## src/rtl/alu_seq_pkg.sv

```systemverilog
// alu_seq_pkg: shared widths, ALU opcode constants, sequencer FSM encoding
// and the layout of one queued command.
package alu_seq_pkg;

    localparam int DATA_W = 16;
    localparam int TAG_W  = 4;
    localparam int OP_W   = 4;
    localparam int CNT_W  = 16;

    // Opcodes understood by the external ALU. Codes 1100-1111 are undefined;
    // the sequencer forwards them untouched and the ALU answers 0 / zero=1.
    localparam logic [OP_W-1:0] OP_ADD = 4'b0000;
    localparam logic [OP_W-1:0] OP_SUB = 4'b0001;
    localparam logic [OP_W-1:0] OP_AND = 4'b0010;
    localparam logic [OP_W-1:0] OP_OR  = 4'b0011;
    localparam logic [OP_W-1:0] OP_XOR = 4'b0100;
    localparam logic [OP_W-1:0] OP_NOT = 4'b0101;
    localparam logic [OP_W-1:0] OP_SHL = 4'b0110;
    localparam logic [OP_W-1:0] OP_SHR = 4'b0111;
    localparam logic [OP_W-1:0] OP_SRA = 4'b1000;
    localparam logic [OP_W-1:0] OP_ROL = 4'b1001;
    localparam logic [OP_W-1:0] OP_ROR = 4'b1010;
    localparam logic [OP_W-1:0] OP_MUL = 4'b1011;

    // Sequencer states: wait for work, drive the ALU, let it settle, present.
    typedef enum logic [1:0] {
        ST_IDLE  = 2'd0,
        ST_ISSUE = 2'd1,
        ST_WAIT  = 2'd2,
        ST_RESP  = 2'd3
    } seqState_t;

    // One command as it sits in the FIFO.
    typedef struct packed {
        logic              chain;
        logic [TAG_W-1:0]  tag;
        logic [OP_W-1:0]   op;
        logic [DATA_W-1:0] a;
        logic [DATA_W-1:0] b;
    } cmdEntry_t;

    localparam int CMD_W = $bits(cmdEntry_t);

endpackage

```

## src/rtl/alu_seq_fifo.sv

```systemverilog
// alu_seq_fifo: small synchronous FIFO holding pending ALU commands.
// Pointers carry one extra wrap bit so full and empty are told apart without
// a separate occupancy counter. Push is ignored when full, pop when empty.
module alu_seq_fifo #(
    parameter int DEPTH = 4,
    parameter int WIDTH = 8
) (
    input  logic             clk,
    input  logic             rst_n,
    input  logic             i_push,
    input  logic [WIDTH-1:0] i_wdata,
    input  logic             i_pop,
    output logic [WIDTH-1:0] o_rdata,
    output logic             o_full,
    output logic             o_empty
);

    localparam int AW = $clog2(DEPTH);

    logic [WIDTH-1:0] r_mem [DEPTH];
    logic [AW:0]      r_wrPtr;
    logic [AW:0]      r_rdPtr;
    logic             w_doPush;
    logic             w_doPop;

    assign o_empty  = (r_wrPtr == r_rdPtr);
    assign o_full   = (r_wrPtr[AW] != r_rdPtr[AW]) &&
                      (r_wrPtr[AW-1:0] == r_rdPtr[AW-1:0]);
    assign w_doPush = i_push && !o_full;
    assign w_doPop  = i_pop && !o_empty;
    assign o_rdata  = r_mem[r_rdPtr[AW-1:0]];

    // Write the incoming entry at the tail and advance the pointers; a
    // simultaneous push and pop leaves occupancy unchanged.
    always_ff @(posedge clk or negedge rst_n) begin
        if (!rst_n) begin
            r_wrPtr <= '0;
            r_rdPtr <= '0;
            for (int i = 0; i < DEPTH; i++) begin
                r_mem[i] <= '0;
            end
        end else begin
            if (w_doPush) begin
                r_mem[r_wrPtr[AW-1:0]] <= i_wdata;
                r_wrPtr <= r_wrPtr + {{AW{1'b0}}, 1'b1};
            end
            if (w_doPop) begin
                r_rdPtr <= r_rdPtr + {{AW{1'b0}}, 1'b1};
            end
        end
    end

endmodule

```

## src/rtl/alu_sequencer.sv

```systemverilog
// alu_sequencer: queues ALU commands, issues them one at a time to an external
// registered ALU and returns the results in command order.
// Optional feature macro: ALU_SEQ_CHAIN_EN -- keeps the last captured result
// so a command flagged with cmd_chain uses it as operand A.
module alu_sequencer
    import alu_seq_pkg::*;
#(
    parameter int CMD_DEPTH = 4
) (
    input  logic              clk,
    input  logic              rst_n,

    input  logic              cmd_valid,
    output logic              cmd_ready,
    input  logic [OP_W-1:0]   cmd_op,
    input  logic [DATA_W-1:0] cmd_a,
    input  logic [DATA_W-1:0] cmd_b,
    input  logic [TAG_W-1:0]  cmd_tag,
    input  logic              cmd_chain,

    output logic              rsp_valid,
    input  logic              rsp_ready,
    output logic [DATA_W-1:0] rsp_result,
    output logic              rsp_zero,
    output logic              rsp_carry,
    output logic              rsp_ovf,
    output logic [TAG_W-1:0]  rsp_tag,

    output logic [OP_W-1:0]   alu_op,
    output logic [DATA_W-1:0] alu_a,
    output logic [DATA_W-1:0] alu_b,
    output logic              alu_enable,
    input  logic [DATA_W-1:0] alu_result,
    input  logic              alu_zero,
    input  logic              alu_carry,
    input  logic              alu_ovf,

    output logic              busy,
    output logic [CNT_W-1:0]  ops_done
);

    cmdEntry_t         w_pushEntry;
    cmdEntry_t         w_head;
    logic              w_full;
    logic              w_empty;
    logic              w_pop;
    logic [DATA_W-1:0] w_operandA;

    seqState_t         r_state;
    logic              r_aluEnable;
    logic [OP_W-1:0]   r_aluOp;
    logic [DATA_W-1:0] r_aluA;
    logic [DATA_W-1:0] r_aluB;
    logic [TAG_W-1:0]  r_issueTag;
    logic              r_rspValid;
    logic [DATA_W-1:0] r_rspResult;
    logic              r_rspZero;
    logic              r_rspCarry;
    logic              r_rspOvf;
    logic [TAG_W-1:0]  r_rspTag;
    logic [CNT_W-1:0]  r_opsDone;

    assign w_pushEntry = '{chain: cmd_chain, tag: cmd_tag, op: cmd_op,
                           a: cmd_a, b: cmd_b};

    alu_seq_fifo #(
        .DEPTH (CMD_DEPTH),
        .WIDTH (CMD_W)
    ) u_fifo (
        .clk     (clk),
        .rst_n   (rst_n),
        .i_push  (cmd_valid),
        .i_wdata (w_pushEntry),
        .i_pop   (w_pop),
        .o_rdata (w_head),
        .o_full  (w_full),
        .o_empty (w_empty)
    );

    // The head leaves the FIFO when an idle FSM picks it up, or on the
    // response handshake so back-to-back commands issue without a gap.
    assign w_pop = !w_empty &&
                   ((r_state == ST_IDLE) ||
                    ((r_state == ST_RESP) && rsp_ready));

`ifdef ALU_SEQ_CHAIN_EN
    logic [DATA_W-1:0] r_lastResult;

    // Remember the most recent captured result for chained commands; the next
    // pop always happens after this capture, so it is already up to date.
    always_ff @(posedge clk or negedge rst_n) begin
        if (!rst_n) begin
            r_lastResult <= '0;
        end else if (r_state == ST_WAIT) begin
            r_lastResult <= alu_result;
        end
    end

    assign w_operandA = w_head.chain ? r_lastResult : w_head.a;
`else
    logic w_unusedChain;

    assign w_unusedChain = w_head.chain;
    assign w_operandA    = w_head.a;
`endif

    // Sequencer FSM: latches operands on pop, pulses alu_enable for the one
    // ISSUE cycle, captures the ALU outputs at the end of WAIT and holds the
    // response until the consumer takes it.
    always_ff @(posedge clk or negedge rst_n) begin
        if (!rst_n) begin
            r_state     <= ST_IDLE;
            r_aluEnable <= 1'b0;
            r_aluOp     <= '0;
            r_aluA      <= '0;
            r_aluB      <= '0;
            r_issueTag  <= '0;
            r_rspValid  <= 1'b0;
            r_rspResult <= '0;
            r_rspZero   <= 1'b0;
            r_rspCarry  <= 1'b0;
            r_rspOvf    <= 1'b0;
            r_rspTag    <= '0;
            r_opsDone   <= '0;
        end else begin
            r_aluEnable <= 1'b0;
            if (w_pop) begin
                r_aluEnable <= 1'b1;
                r_aluOp     <= w_head.op;
                r_aluA      <= w_operandA;
                r_aluB      <= w_head.b;
                r_issueTag  <= w_head.tag;
            end
            case (r_state)
                ST_IDLE: begin
                    if (!w_empty) begin
                        r_state <= ST_ISSUE;
                    end
                end
                ST_ISSUE: begin
                    r_state <= ST_WAIT;
                end
                ST_WAIT: begin
                    r_rspResult <= alu_result;
                    r_rspZero   <= alu_zero;
                    r_rspCarry  <= alu_carry;
                    r_rspOvf    <= alu_ovf;
                    r_rspTag    <= r_issueTag;
                    r_rspValid  <= 1'b1;
                    r_state     <= ST_RESP;
                end
                ST_RESP: begin
                    if (rsp_ready) begin
                        r_rspValid <= 1'b0;
                        r_opsDone  <= r_opsDone + {{(CNT_W-1){1'b0}}, 1'b1};
                        r_state    <= w_empty ? ST_IDLE : ST_ISSUE;
                    end
                end
                default: begin
                    r_state <= ST_IDLE;
                end
            endcase
        end
    end

    assign cmd_ready  = !w_full;
    assign rsp_valid  = r_rspValid;
    assign rsp_result = r_rspResult;
    assign rsp_zero   = r_rspZero;
    assign rsp_carry  = r_rspCarry;
    assign rsp_ovf    = r_rspOvf;
    assign rsp_tag    = r_rspTag;
    assign alu_op     = r_aluOp;
    assign alu_a      = r_aluA;
    assign alu_b      = r_aluB;
    assign alu_enable = r_aluEnable;
    assign busy       = (r_state != ST_IDLE) || !w_empty;
    assign ops_done   = r_opsDone;

endmodule
```

## config.mk

```make
export PLATFORM = sky130hd
export DESIGN_NAME = alu_sequencer
export DESIGN_NICKNAME = d
export VERILOG_FILES = /design/src/rtl/alu_seq_pkg.sv /design/src/rtl/alu_seq_fifo.sv /design/src/rtl/alu_sequencer.sv
export SDC_FILE = /design/constraint.sdc
export NUM_CORES = 1
export LEC_CHECK = 0
export BUFFER_PORTS_ARGS = -buffer_cell sky130_fd_sc_hd__buf_4
export CAP_MARGIN = 0
export CORE_MARGIN = 4
export CORE_UTILIZATION = 55
export DETAILED_ROUTE_END_ITERATION = 6
export MAX_ROUTING_LAYER = met4
export PLACE_DENSITY_LB_ADDON = 0.3
export SLEW_MARGIN = 20
export SYNTH_ARGS = -nofsm -noshare
export SYNTH_HDL_FRONTEND = slang
export SYNTH_SLANG_ARGS = --single-unit
```

## constraint.sdc

```tcl
create_clock -name clk -period 2.64 [get_ports clk]
set_input_delay 0.528 -clock clk [delete_from_list [all_inputs] [get_ports clk]]
set_output_delay 0.528 -clock clk [all_outputs]
set_load 0.03 [all_outputs]
```

==> key figures, run 1 <==
Final layout
  – # diodes: 0
  – Post-layout util: 68.3%
  – Syn-to-layout area delta: 20.3%
  – Share of cells above drive strength 1: 58.5%
  – Fin area: 0.0135 mm2
  – Fin nets: 868

Clock network
  – CTS tree: yes
  – Cts repair resizes: 0
  – CTS Buffer Depth: 3
  – Clk slew on worst S/H paths: 0.06 ns
  – Clk sinks: 249
  – Clock latency on the worst-skew pair: 0.51 ns
  – Root Buffer: clkbuf_16
  – CTS hold repair buffers: 1
  – Post-CTS Setup Inserts: 0
  – Clock buffer count from CTS: 26
  – H-Tree Depth: 1

Logic synthesis
  – Area leader, netlist: dfrtp_1
  – Synth Net Count: 715
  – Synth Cell Area: 0.0112 mm2
  – Syn avg cell area: 17.4 um2
  – Post-synthesis sequential area ratio: 55.7%
  – List of most frequent post-synthesis cells: dfrtp_1 (249), mux2_4 (159), mux2_2 (67)
  – Synth cell types: 27
  – Post-synth EDFFs: 0
  – Yosys warning total: 0
  – Asr flop ratio synth: 100%
  – Flops & latches, synth: 249
  – Area share of the largest cell type after synthesis: 55.7%
  – Top_reg_cell synth: dfrtp_1
  – Synth area leaders: dfrtp_1 (56%), mux2_4 (21%), mux4_2 (8.1%)
  – Synthesized instance count: 642
  – Most frequent cell after synthesis: dfrtp_1

STA
  – Setup TNS: 0 ns
  – Skew final: 0.00784 ns
  – Final critical-path share of the clock period: 93.9%
  – Relative slew margins: 59.3%
  – # setup viols final: 0
  – RSZ-0062 raised after global routing: false
  – Crit path time final: 2.48 ns
  – Hold Violations, Final: 0
  – Worst-Margin Slew: 0.605 ns
  – Slew Limit Fails: 0
  – Peak Freq: 403 MHz

Routing
  – Post-route ant nets: 0
  – Vias per inst: 5.57
  – Initial DRC count: 215
  – Final WL: 22700 um
  – DRC viols: 0
  – DR WL/cell: 21.0 um
  – DR vias: 6003
  – First-pass DRT Iterations: 4

Global route
  – Largest net degree at the start of global routing: 72
  – Grt ovf: 0
  – Antenna violations before repair: 0
  – GRT Total Usage: 21.0%
  – First-pass GRT wire length: 36700 um
  – Number of global-route vias before repair: 6692

Setup path
  – Crit path from: u_fifo.r_rdPtr[0]
  – Worst EP arrival: 1.95 ns
  – Critical Path, Cell by Cell: buf_4 > xnor2_1 > nand3_1 > buf_4
  – Delay of the slowest critical-path stage: 0.48 ns
  – CP Class: reg2out
  – Worst Path Required: 2.11 ns
  – Slowest cell on the critical path: dfrtp_4
  – Top cell by count, worst path: buf_4
  – Startpoint Class: register
  – Crit Path Max Fanout: 21
  – Nature of the critical path endpoint: output pin
  – Reg-to-reg critical path startpoint: u_fifo.r_wrPtr[2]

Floorplanning
  – Die outline area: 0.0227 mm2
  – Chip Width: 151 um
  – Chip height: 151 um
  – I/O pin cnt: 143
  – Rows: 51
  – Core ar.: 0.0197 mm2
  – Initial core utilization: 56.7%

Placement
  – Placed cell area: 0.0126 mm2
  – Hpwl dp: 14900 um
  – I/O Buffers: 141
  – RD Place Congestion: 0.796

Worst hold path
  – HP Class: in2reg
  – Hold path startpoint: alu_result[13]

Power and ir drop
  – P_leak: 0.00616 uW
  – Power per cell area: 1450 mW/mm2
  – Worst VDD drop: 709 uV

Flow run
  – MaxCap Viol Count: 0

Run status
  – Status: completed
## layout by cell type, fill, tap and decap left out, drive strengths merged, types with 2 or more instances in the layout
| cell | count |
|---|---|
| a21oi | 3 |
| and2 | 4 |
| and3 | 2 |
| buf | 162 |
| bufinv | 2 |
| clkbuf | 36 |
| clkinv | 6 |
| clkinvlp | 2 |
| dfrtp | 249 |
| ha | 9 |
| inv | 6 |
| mux2 | 226 |
| mux4 | 40 |
| nand2 | 13 |
| nand3 | 7 |
| nor2 | 6 |
| nor3 | 3 |
| nor4 | 2 |
| or3 | 2 |
| xnor2 | 13 |
| xor2 | 12 |
## cell type report
class,count,area (um2)
repair buffers,163,1370
well taps,265,332
inverters,6,22.5
clock inverters,10,105
multi-input cells,349,4650
flip-flops and latches,249,6240
clock buffers,36,749
fillers,1295,6250
## stage by stage
| stage | instances | hold slack, ns | total power (uW) | worst slack, ns |
|---|---|---|---|---|
| 5_1_grt | 1078 | 0.239 | 20500 | 0.0378 |
| 4_1_cts | 1078 | 0.228 | 19700 | 0.106 |
| 3_5_place_dp | 1031 | 0.480 | 16000 | 0.413 |
| 3_3_place_gp | 1031 | 0.459 | 15500 | 0.492 |
| 2_1_floorplan | 642 | 0.232 | 13500 | 0.770 |
| 6_report | 1078 | 0.251 | 19500 | 0.160 |
## path summary, 6_finish.rpt
path | to | slack, ns | cells past startpoint
max | cmd_ready | 0.16 | 4
min | rsp_result[13] | 0.25 | 2
max reg2reg | u_fifo.r_mem[51] | 0.41 | 5
min reg2reg | ops_done[15] | 0.49 | 1
max in group asynchronous | u_fifo.r_mem[21] | 1.25 | 3
min in group asynchronous | alu_b[1] | 0.56 | 2
## worst max-delay path, delay by kind of cell, from the launching register on
kind / cells / cell delay [ns]
XOR/XNOR: 1 / 0.36
AND/OR/NAND/NOR: 1 / 0.12
flip-flops: 1 / 0.48
buffers and inverters: 2 / 0.47
## cell families (layout without fill, tap and decap cells)
family,Yosys count,count (layout),share of synthesized area [%]
AO/OA/AOI/OAI,8,8,0.514
XOR/XNOR,25,25,1.96
adder cells (fa/ha/maj),9,9,1.01
buffers and inverters,44,215,2.93
flip-flops,249,249,55.7
multiplexers,266,266,36.1
AND/OR/NAND/NOR,41,41,1.76
## layer usage
layer | up-vias | track usage, % | wire [um]
li1 | 2626 | - | -
met1 | 3182 | 28.0 | 10000
met2 | 168 | 34.7 | 11100
met3 | 27 | 3.61 | 1320
met4 | 0 | 3.72 | 265
met5 | - | - | 0
## sequential cells by signal (all words and copies together), names as in the netlist, 3 cells and up
signal,cells
u_fifo.r_rdPtr,3
u_fifo.r_wrPtr,3
alu_op,4
r_issueTag,4
alu_b,16
rsp_tag,4
u_fifo.r_mem,160
alu_a,16
rsp_result,16
ops_done,16
## power by group
group | internal, uW | switching, uW
registers | 5760 | 1140
clock network | 2170 | 1430
logic | 5170 | 3790
total | 13100 | 6360
No activity file was read; power rests on OpenSTA's default activity.
==> inputs of run 2 (changes only) <==
--- a/config.mk
+++ b/config.mk
@@ -5,6 +5,7 @@
 export SDC_FILE = /design/constraint.sdc
 export NUM_CORES = 1
 export LEC_CHECK = 0
+export ABC_AREA = 1
 export BUFFER_PORTS_ARGS = -buffer_cell sky130_fd_sc_hd__buf_4
 export CAP_MARGIN = 0
 export CORE_MARGIN = 4
==> key figures, run 2 <==
Clock network
  – Clock buffer count from CTS: 26
  – Clk sinks: 249
  – CTS tree: yes
  – Clk slew on worst S/H paths: 0.06 ns
  – CTS Buffer Depth: 3
  – Post-CTS Setup Inserts: 0
  – Root Buffer: clkbuf_16
  – Clock latency on the worst-skew pair: 0.52 ns
  – H-Tree Depth: 1

Placement
  – RD Place Congestion: 0.816
  – Hpwl dp: 15400 um
  – I/O Buffers: 141
  – Dpl cells: 1514

Final layout
  – Share of cells above drive strength 1: 26.0%
  – Commonest non-fill, non-tap cell in the layout: nand2_1
  – Max reg flops: 160
  – Fin nets: 1351
  – Syn-to-layout area delta: 18.0%
  – Finished Layout Cells: 1559
  – Fillers: 1575
  – Most flop-heavy register: u_fifo.r_mem
  – # diodes: 0
  – Commonest non-fill, non-tap cells in the layout: nand2_1 (326), dfrtp_1 (247), buf_4 (151), o21ai_2 (96), nor2_1 (92)

Logic synthesis
  – Area share of the largest cell type after synthesis: 56.0%
  – Post-synth EDFFs: 0
  – Area leader, netlist: dfrtp_1
  – Synth Cell Area: 0.0111 mm2
  – Synth area leaders: dfrtp_1 (56%), nand2_1 (11%), o21ai_2 (7.6%)
  – Synth Net Count: 1230
  – Yosys warning total: 0
  – Top_reg_cell synth: dfrtp_1
  – Post-synthesis sequential area ratio: 56.0%
  – Flops & latches, synth: 249
  – Most frequent cell after synthesis: nand2_1
  – Asr flop ratio synth: 100%
  – List of most frequent post-synthesis cells: nand2_1 (326), dfrtp_1 (249), o21ai_2 (96)
  – Synth cell types: 29
  – Synthesized instance count: 1157
  – Syn avg cell area: 9.62 um2

Floorplanning
  – I/O pin cnt: 143
  – Rows: 51
  – Die outline area: 0.0226 mm2
  – Chip height: 150 um
  – Initial core utilization: 56.6%
  – Core ar.: 0.0197 mm2
  – Chip Width: 150 um

Setup path
  – Crit Path Max Fanout: 18
  – Nature of the critical path endpoint: output pin
  – Largest delay share family, worst path: flip-flops
  – Delay of the slowest critical-path stage: 0.65 ns
  – Critical Path, Cell by Cell: nand2_1 > nand2_2 > nand4_1 > buf_4
  – CP Buf/Inv Count: 1
  – Worst EP arrival: 1.91 ns
  – Worst Path Required: 2.11 ns
  – Slowest cell on the critical path: dfrtp_2
  – Startpoint Class: register
  – CP Class: reg2out

Routing
  – Initial DRC count: 625
  – Final WL: 24900 um
  – Vias per inst: 5.38
  – Post-route ant nets: 0
  – First-pass DRT Iterations: 5
  – DR WL/cell: 15.9 um
  – DRC viols: 0
  – DR vias: 8391

Power and ir drop
  – Clock network fraction of total power: 20.1%
  – P_leak: 0.00651 uW
  – Power per cell area: 1380 mW/mm2
  – Int Power: 10700 uW
  – Switching Share: 40.9%
  – Worst VDD drop: 800 uV
  – NetSw: 7380 uW
  – Seq pwr share: 36.1%
  – Combinational Power Share: 43.8%

STA
  – Final critical-path share of the clock period: 92.5%
  – Peak Freq: 409 MHz
  – Setup TNS: 0 ns
  – Slew Limit Fails: 0
  – Hold Violations, Final: 0
  – Relative slew margins: 42.9%
  – Skew final: 0.00704 ns
  – Worst-Margin Slew: 0.856 ns
  – # setup viols final: 0
  – Crit path time final: 2.44 ns
  – RSZ-0062 raised after global routing: false

Global route
  – Largest net degree at the start of global routing: 82
  – Antenna violations before repair: 0
  – Number of global-route vias before repair: 8397
  – GRT Total Usage: 23.5%
  – Grt ovf: 0
  – First-pass GRT wire length: 42000 um

Worst hold path
  – HP Class: in2reg

Run status
  – Status: completed

Flow run
  – MaxCap Viol Count: 0
==> run 2: cell types whose count changed after synthesis, sizes merged, moves of 16 or more <==
cell   change
inv       +56
buf       +16
mux2     -203
mux4      -40
nand2    +316
o21ai    +242
nor2      +86
o22ai     +39
==> run 2: worst paths after layout <==
check | slack (ns) | to | cells after the start | from
worst max-delay path | 0.20 | busy | 4 | u_fifo.r_rdPtr[1]
worst max register to register | 0.52 | u_fifo.r_mem[87] | 8 | u_fifo.r_rdPtr[1]
worst min-delay path | 0.25 | rsp_result[11] | 2 | alu_result[11]
max in group asynchronous | 1.25 | u_fifo.r_rdPtr[1] | 3 | rst_n
worst min register to register | 0.47 | u_fifo.r_mem[108] | 2 | u_fifo.r_mem[108]
min in group asynchronous | 0.58 | alu_b[4] | 2 | rst_n
==> run 2: layout make-up <==
| cell class | count | area [um2] | area share, % |
|---|---|---|---|
| sequential | 249 | 6230 | 47.5 |
| multi-input combinational | 776 | 4130 | 31.5 |
| timing repair buffer | 162 | 1340 | 10.2 |
| clock buffer | 34 | 752 | 5.73 |
| tap | 265 | 332 | 2.53 |
| inverter | 63 | 236 | 1.80 |
| clock inverter | 10 | 106 | 0.810 |
==> run 2: cells by family (layout without fill, tap and decap cells) <==
group / Yosys count / in the layout / share of synthesized area, %
AOI/OAI and AO/OA: 284 / 284 / 16.5
xor gates and xnor gates: 14 / 14 / 1.27
adders and majority gates: 9 / 9 / 1.01
buffers and inverters: 132 / 269 / 6.89
DFF: 249 / 249 / 56.0
muxes: 23 / 23 / 2.33
and+or+nand+nor: 446 / 446 / 16.1
==> run 2: per-layer routing <==
layer / vias up / global-route usage [%] / wire, um
met3: 33 / 3.34 / 1450
met1: 4085 / 32.2 / 11000
met5: - / - / 0
met4: 0 / 5.99 / 492
met2: 241 / 37.6 / 11900
li1: 4032 / - / -
==> run 2: power groups by stage <==
stage / Combinational (uW) / Clock [uW] / Sequential [uW]
after CTS: 7990 / 3700 / 6510
after global placement: 7730 / 0 / 6480
after detailed placement: 7940 / 0 / 6550
after floorplan: 5060 / 0 / 7240
final: 7910 / 3630 / 6520
after global routing: 8850 / 3860 / 6720
==> run 2: stage by stage <==
stage          setup slack [ns]  cell area [um2]  hold WS [ns]  power, uW  util (%)
4_1_cts                   0.235            13100         0.222      18200      66.8
3_3_place_gp              0.598            12300         0.458      14200      62.4
5_1_grt                   0.120            13100         0.231      19400      66.8
6_report                  0.197            13100         0.249      18100      66.8
3_5_place_dp              0.554            12300         0.462      14500      62.4
2_1_floorplan             0.999            11100         0.232      12300         -
==> run 2: timing repair <==
item | 4_1_cts | 5_1_grt
hold buffers | 1 | 0
hold endpoints to repair | 24 | 0
resized for setup | 0 | 0
